$ cat config.mk
export PLATFORM = sky130hd
export DESIGN_NAME = stream_write_sequencer
export DESIGN_NICKNAME = d
export VERILOG_FILES = /design/src/rtl/stream_write_sequencer.sv
export SDC_FILE = /design/constraint.sdc
export NUM_CORES = 1
export LEC_CHECK = 0
export BUFFER_PORTS_ARGS = -buffer_cell sky130_fd_sc_hd__buf_2
export CAP_MARGIN = 0
export CORE_ASPECT_RATIO = 1.75
export CORE_UTILIZATION = 33
export CTS_BUF_LIST = sky130_fd_sc_hd__clkbuf_16
export CTS_CLUSTER_SIZE = 16
export DETAILED_ROUTE_END_ITERATION = 6
export GPL_ROUTABILITY_DRIVEN = 0
export PLACE_DENSITY = 0.64
export SLEW_MARGIN = 0
export SYNTH_ARGS = -nofsm -noshare
export SYNTH_HDL_FRONTEND = slang
export SYNTH_SLANG_ARGS = --single-unit
export TNS_END_PERCENT = 100
$ cat constraint.sdc
create_clock -name clk -period 4.18 [get_ports clk]
set_input_delay 0.627 -clock clk [delete_from_list [all_inputs] [get_ports clk]]
set_output_delay 0.627 -clock clk [all_outputs]
set_load 0.05 [all_outputs]
$ cat src/rtl/stream_write_sequencer.sv
// stream_write_sequencer: serialises one D2Q9 node's nine post-collision
// distributions into single-port writes to the distribution memory.
// Optional feature macro: BOUNCE_BACK_EN. When it is defined, invalid lanes are
// written back to the source node in the opposite direction. When it is not
// defined, invalid lanes are skipped and counted.
module stream_write_sequencer #(
    parameter int GRID_DIM      = 256,
    parameter int ADDRESS_WIDTH = $clog2(GRID_DIM) + 1,
    parameter int DATA_WIDTH    = 16
) (
    input  logic                       clk,
    input  logic                       reset,
    input  logic                       in_valid,
    output logic                       in_ready,
    input  logic [9*ADDRESS_WIDTH-1:0] write_addresses,
    input  logic [9*DATA_WIDTH-1:0]    f_post,
    input  logic [ADDRESS_WIDTH-2:0]   src_addr,
    output logic                       mem_we,
    output logic [3:0]                 mem_dir,
    output logic [ADDRESS_WIDTH-2:0]   mem_addr,
    output logic [DATA_WIDTH-1:0]      mem_data,
    input  logic                       mem_ready,
    output logic                       busy,
    output logic                       done,
    output logic [15:0]                boundary_count
);

    localparam int AW = ADDRESS_WIDTH;
    localparam int DW = DATA_WIDTH;

    typedef enum logic [1:0] {IDLE, LANE, DONE} state_t;

    state_t          r_state;
    logic [9*AW-1:0] r_addrs;
    logic [9*DW-1:0] r_fPost;
    logic [AW-2:0]   r_src;
    logic [3:0]      r_dir;
    logic            r_laneInvalid;
    logic            r_inReady;
    logic            r_memWe;
    logic [3:0]      r_memDir;
    logic [AW-2:0]   r_memAddr;
    logic [DW-1:0]   r_memData;
    logic            r_busy;
    logic            r_done;
    logic [15:0]     r_boundaryCount;

    logic [9*AW-1:0] w_selAddrs;
    logic [9*DW-1:0] w_selData;
    logic [AW-2:0]   w_selSrc;
    logic [3:0]      w_nextDir;
    logic [AW-1:0]   w_lane;
    logic [DW-1:0]   w_laneData;
    logic            w_nextInvalid;
    logic            w_nextWe;
    logic [3:0]      w_nextMemDir;
    logic [AW-2:0]   w_nextMemAddr;
    logic [DW-1:0]   w_nextMemData;
    logic            w_retire;

`ifdef BOUNCE_BACK_EN
    function automatic logic [3:0] oppDir(input logic [3:0] d);
        case (d)
            4'd1:    oppDir = 4'd3;
            4'd2:    oppDir = 4'd4;
            4'd3:    oppDir = 4'd1;
            4'd4:    oppDir = 4'd2;
            4'd5:    oppDir = 4'd7;
            4'd6:    oppDir = 4'd8;
            4'd7:    oppDir = 4'd5;
            4'd8:    oppDir = 4'd6;
            default: oppDir = d;
        endcase
    endfunction
`endif

    // Work out the write fields for the lane presented next: lane 0 of the
    // incoming bundle while idle, otherwise the lane after the current one.
    always_comb begin
        w_selAddrs = r_addrs;
        w_selData  = r_fPost;
        w_selSrc   = r_src;
        w_nextDir  = r_dir + 4'd1;
        if (r_state == IDLE) begin
            w_selAddrs = write_addresses;
            w_selData  = f_post;
            w_selSrc   = src_addr;
            w_nextDir  = 4'd0;
        end
        w_lane     = '0;
        w_laneData = '0;
        for (int d = 0; d < 9; d++) begin
            if (w_nextDir == 4'(d)) begin
                w_lane     = w_selAddrs[(8-d)*AW +: AW];
                w_laneData = w_selData[(8-d)*DW +: DW];
            end
        end
        w_nextInvalid = w_lane[AW-1];
        w_nextMemData = w_laneData;
        w_nextMemAddr = w_nextInvalid ? w_selSrc : w_lane[AW-2:0];
`ifdef BOUNCE_BACK_EN
        w_nextWe     = 1'b1;
        w_nextMemDir = w_nextInvalid ? oppDir(w_nextDir) : w_nextDir;
`else
        w_nextWe     = !w_nextInvalid;
        w_nextMemDir = w_nextDir;
`endif
    end

    // A lane retires on a write handshake, or at once when no write is issued for it.
    always_comb begin
        w_retire = !r_memWe || mem_ready;
    end

    // Sequencer FSM: accept a bundle, walk lanes 0..8, pulse done, return to idle.
    always_ff @(posedge clk) begin
        if (reset) begin
            r_state         <= IDLE;
            r_addrs         <= '0;
            r_fPost         <= '0;
            r_src           <= '0;
            r_dir           <= '0;
            r_laneInvalid   <= 1'b0;
            r_inReady       <= 1'b1;
            r_memWe         <= 1'b0;
            r_memDir        <= '0;
            r_memAddr       <= '0;
            r_memData       <= '0;
            r_busy          <= 1'b0;
            r_done          <= 1'b0;
            r_boundaryCount <= '0;
        end else begin
            r_done <= 1'b0;
            case (r_state)
                IDLE: begin
                    if (in_valid && r_inReady) begin
                        r_addrs       <= write_addresses;
                        r_fPost       <= f_post;
                        r_src         <= src_addr;
                        r_dir         <= w_nextDir;
                        r_laneInvalid <= w_nextInvalid;
                        r_memWe       <= w_nextWe;
                        r_memDir      <= w_nextMemDir;
                        r_memAddr     <= w_nextMemAddr;
                        r_memData     <= w_nextMemData;
                        r_inReady     <= 1'b0;
                        r_busy        <= 1'b1;
                        r_state       <= LANE;
                    end
                end
                LANE: begin
                    if (w_retire) begin
                        if (r_laneInvalid && (r_boundaryCount != 16'hFFFF)) begin
                            r_boundaryCount <= r_boundaryCount + 16'd1;
                        end
                        if (r_dir == 4'd8) begin
                            r_memWe   <= 1'b0;
                            r_memDir  <= '0;
                            r_memAddr <= '0;
                            r_memData <= '0;
                            r_done    <= 1'b1;
                            r_state   <= DONE;
                        end else begin
                            r_dir         <= w_nextDir;
                            r_laneInvalid <= w_nextInvalid;
                            r_memWe       <= w_nextWe;
                            r_memDir      <= w_nextMemDir;
                            r_memAddr     <= w_nextMemAddr;
                            r_memData     <= w_nextMemData;
                        end
                    end
                end
                DONE: begin
                    r_inReady <= 1'b1;
                    r_busy    <= 1'b0;
                    r_state   <= IDLE;
                end
                default: begin
                    r_inReady <= 1'b1;
                    r_busy    <= 1'b0;
                    r_state   <= IDLE;
                end
            endcase
        end
    end

    assign in_ready       = r_inReady;
    assign mem_we         = r_memWe;
    assign mem_dir        = r_memDir;
    assign mem_addr       = r_memAddr;
    assign mem_data       = r_memData;
    assign busy           = r_busy;
    assign done           = r_done;
    assign boundary_count = r_boundaryCount;

endmodule

==> metrics.cfg <==
[run_status]
status=finished, final reports clean

[pwr]
pwr-share-comb_pct=15.1
intPower_uw=4560
clkPwrFrac_pct=37.4
p_per_area_nw_per_um2=424
p_leak_uw=0.00595
pwr-share-seq_pct=47.5
peakVddDrop_v=0.000279
switching_power_uw=1910
swShare_pct=29.5

[worst_hold_path]
hp-class=in -> reg
min-delay-start=f_post[68]

[sta]
setup_viol=0
rsz0062_at_grt=false
timing.final.crit_share_pct=83.2
whs_ns=0.289
slew_violations=0
max-slew-margin-rel_pct=18.5
period_minus_slack_ns=3.48
finalHoldViolCount=0
fmax_mhz=288
setup_tns_ns=0
worstMarginPinSlew_ns=1.22
skew_ns=0.0289

[clock_network]
clk_latency_ns=0.57
clk_path_buf_depth=3
cts-hold-fix-buffers=0
cts_tree=built
cts_inserted_buffers=29
cts.sinks=288
cts_setup_buffers=0
cts_resized=0
path_clk_slew_ns=0.07
cts_max_level=1
clock-root-buffer=clkbuf_16

[die]
ios=285
die_x_um=150
core_um2=37800
start_util_pct=33.5
die_h_um=261
dieArea_um2=39200
row_count=94

[yosys]
netlist_area_um2=12700
yosysWarnings=0
synth.most_common_cell=nand2_1
synth_edf_count=0
ys_top_cells_by_area=dfxtp_1 (46%), nand2_1 (17%), a21oi_1 (13%)
ys_top_cells_by_count=nand2_1 (569), a21oi_1 (317), dfxtp_1 (288), clkbuf_1 (105), nor2_1 (45)
synthArstFlopShare_pct=0
yosys.area.top_type_share_pct=45.5
synth_seq_area_share_pct=45.5
synth_ff_type=dfxtp_1
syn_inst=1661
ys_types=67
synth_area_per_cell_um2=7.62
syn-num-nets=1901
synth.largest_area_cell=dfxtp_1
yosys_register_bits=288

[global_route]
overflow=0
grt_antenna_before_repair=1
grt_max_degree=232
grt_usage_pct=23.9
grt_first_pass_wirelength_um=70100
grt_pass1_vias=12100

[worst_setup_path]
reg2reg_from=r_dir[0]$_SDFFE_PP0P_
arrival_ns=3.92
start_kind=flop
path_class=reg -> reg
critPathLaunch=r_dir[0]$_SDFFE_PP0P_
critPathMaxFanout=45
critPathCaptureType=flop
cp.required_ns=4.62

[detailed_routing]
routed_via_density=5.41
drtPass1Iterations=5
vias=12800
route.detailed.wl_per_inst_um=20.4
drtAntennaViolNets=0
drcViolationCount=0
routed_wl_um=48300
drt_iter0_markers=935

[cells_and_area]
nets=2104
area_delta_synth_final_pct=20.5
fillers=3923
drive_gt1_share_pct=19.8

[placement]
io_buffers=284
dp_hpwl_um=36000

[flow_run]
maxCapViolCount=0

[logic make-up (layout without fill, tap and decap cells)]
kind of cell | Yosys count | after routing | share of synthesized area (%)
other | 0 | 2 | 0
and+or+nand+nor | 682 | 682 | 21.8
adders and majority gates | 3 | 3 | 0.297
buffers and inverters | 143 | 368 | 4.64
AOI/OAI and AO/OA | 511 | 511 | 24.7
DFF | 288 | 288 | 45.5
xor gates and xnor gates | 19 | 19 | 1.49
muxes | 15 | 15 | 1.58
[critical path, cell delays in order (launching register included)]
cell	delay (ns)
dfxtp_2	0.32
buf_4	0.30
ha_1	0.42
xnor2_2	0.76
nand3_2	0.23
nand2b_4	0.31
o211ai_2	0.13
o221a_1	0.46
nand3_1	0.14
a32o_1	0.28
[power groups by stage]
stage / Combinational, µW / Sequential, µW / Clock, µW
finish: 975 / 3070 / 2420
global route: 1060 / 3080 / 2570
CTS: 975 / 3070 / 2460
detailed placement: 972 / 3130 / 0
global placement: 955 / 3130 / 0
floorplan: 519 / 3160 / 0
[state kept, by name, indices dropped and copies added (netlist names)]
register	flops
r_fPost	144
mem_dir	4
mem_we	1
r_dir	4
busy	1
r_laneInvalid	1
r_src	8
boundary_count	16
done	1
in_ready	1
r_state	2
r_addrs	81
mem_addr	8
mem_data	16
[per-layer routing]
layer,track usage (%),vias to the layer above,wire length (µm)
met5,0,-,0
met4,15.9,0,3390
met3,2.11,123,2160
met2,45.5,489,26100
met1,24.3,6065,16700
li1,-,6137,-
[worst paths after layout]
| path | to | slack [ns] | cells past startpoint |
|---|---|---|---|
| hold reg to reg | r_addrs[46]$_SDFFE_PP0P_ | 0.46 | 2 |
| setup reg to reg | mem_addr[4]$_SDFFE_PP0P_ | 0.70 | 9 |
| hold / removal | r_fPost[68]$_SDFFE_PP0P_ | 0.29 | 3 |
| setup / recovery | mem_addr[4]$_SDFFE_PP0P_ | 0.70 | 9 |
[cells in the final DEF (no fill, tap or decap), types with 11 or more instances in the layout]
| master | count |
|---|---|
| dfxtp_1 | 287 |
| o211ai_1 | 23 |
| a22oi_1 | 29 |
| nand3_1 | 16 |
| nand2_1 | 568 |
| nor2_1 | 43 |
| mux2i_1 | 11 |
| inv_1 | 20 |
| xor2_1 | 14 |
| buf_2 | 283 |
| a22o_1 | 15 |
| o21ai_0 | 26 |
| o221ai_1 | 18 |
| buf_4 | 17 |
| a221oi_1 | 36 |
| a21oi_1 | 317 |
| clkbuf_16 | 29 |
[layout make-up]
class | instances | area [µm²] | share of cell area (%)
Inverter | 9 | 33.8 | 0.221
Multi-Input combinational cell | 1230 | 6330 | 41.5
Antenna cell | 2 | 5.00 | 0.0328
Tap cell | 480 | 601 | 3.94
Sequential cell | 288 | 5770 | 37.8
Clock inverter | 24 | 135 | 0.886
Clock buffer | 29 | 726 | 4.76
Timing Repair Buffer | 306 | 1660 | 10.9
[through the flow]
| step | std cells | util (%) | power, µW | area, µm² | setup WS [ns] |
|---|---|---|---|---|---|
| 3_3_place_gp | 2313 | 38.1 | 4080 | 14400 | 0.890 |
| 3_5_place_dp | 2313 | 38.1 | 4100 | 14400 | 0.746 |
| 4_1_cts | 2366 | 40.4 | 6510 | 15300 | 0.721 |
| 6_report | 2368 | 40.4 | 6470 | 15300 | 0.702 |
| 2_1_floorplan | 1661 | - | 3680 | 12700 | 1.23 |
| 5_1_grt | 2367 | 40.4 | 6710 | 15300 | 0.447 |
No activity file was read; power rests on OpenSTA's default activity.
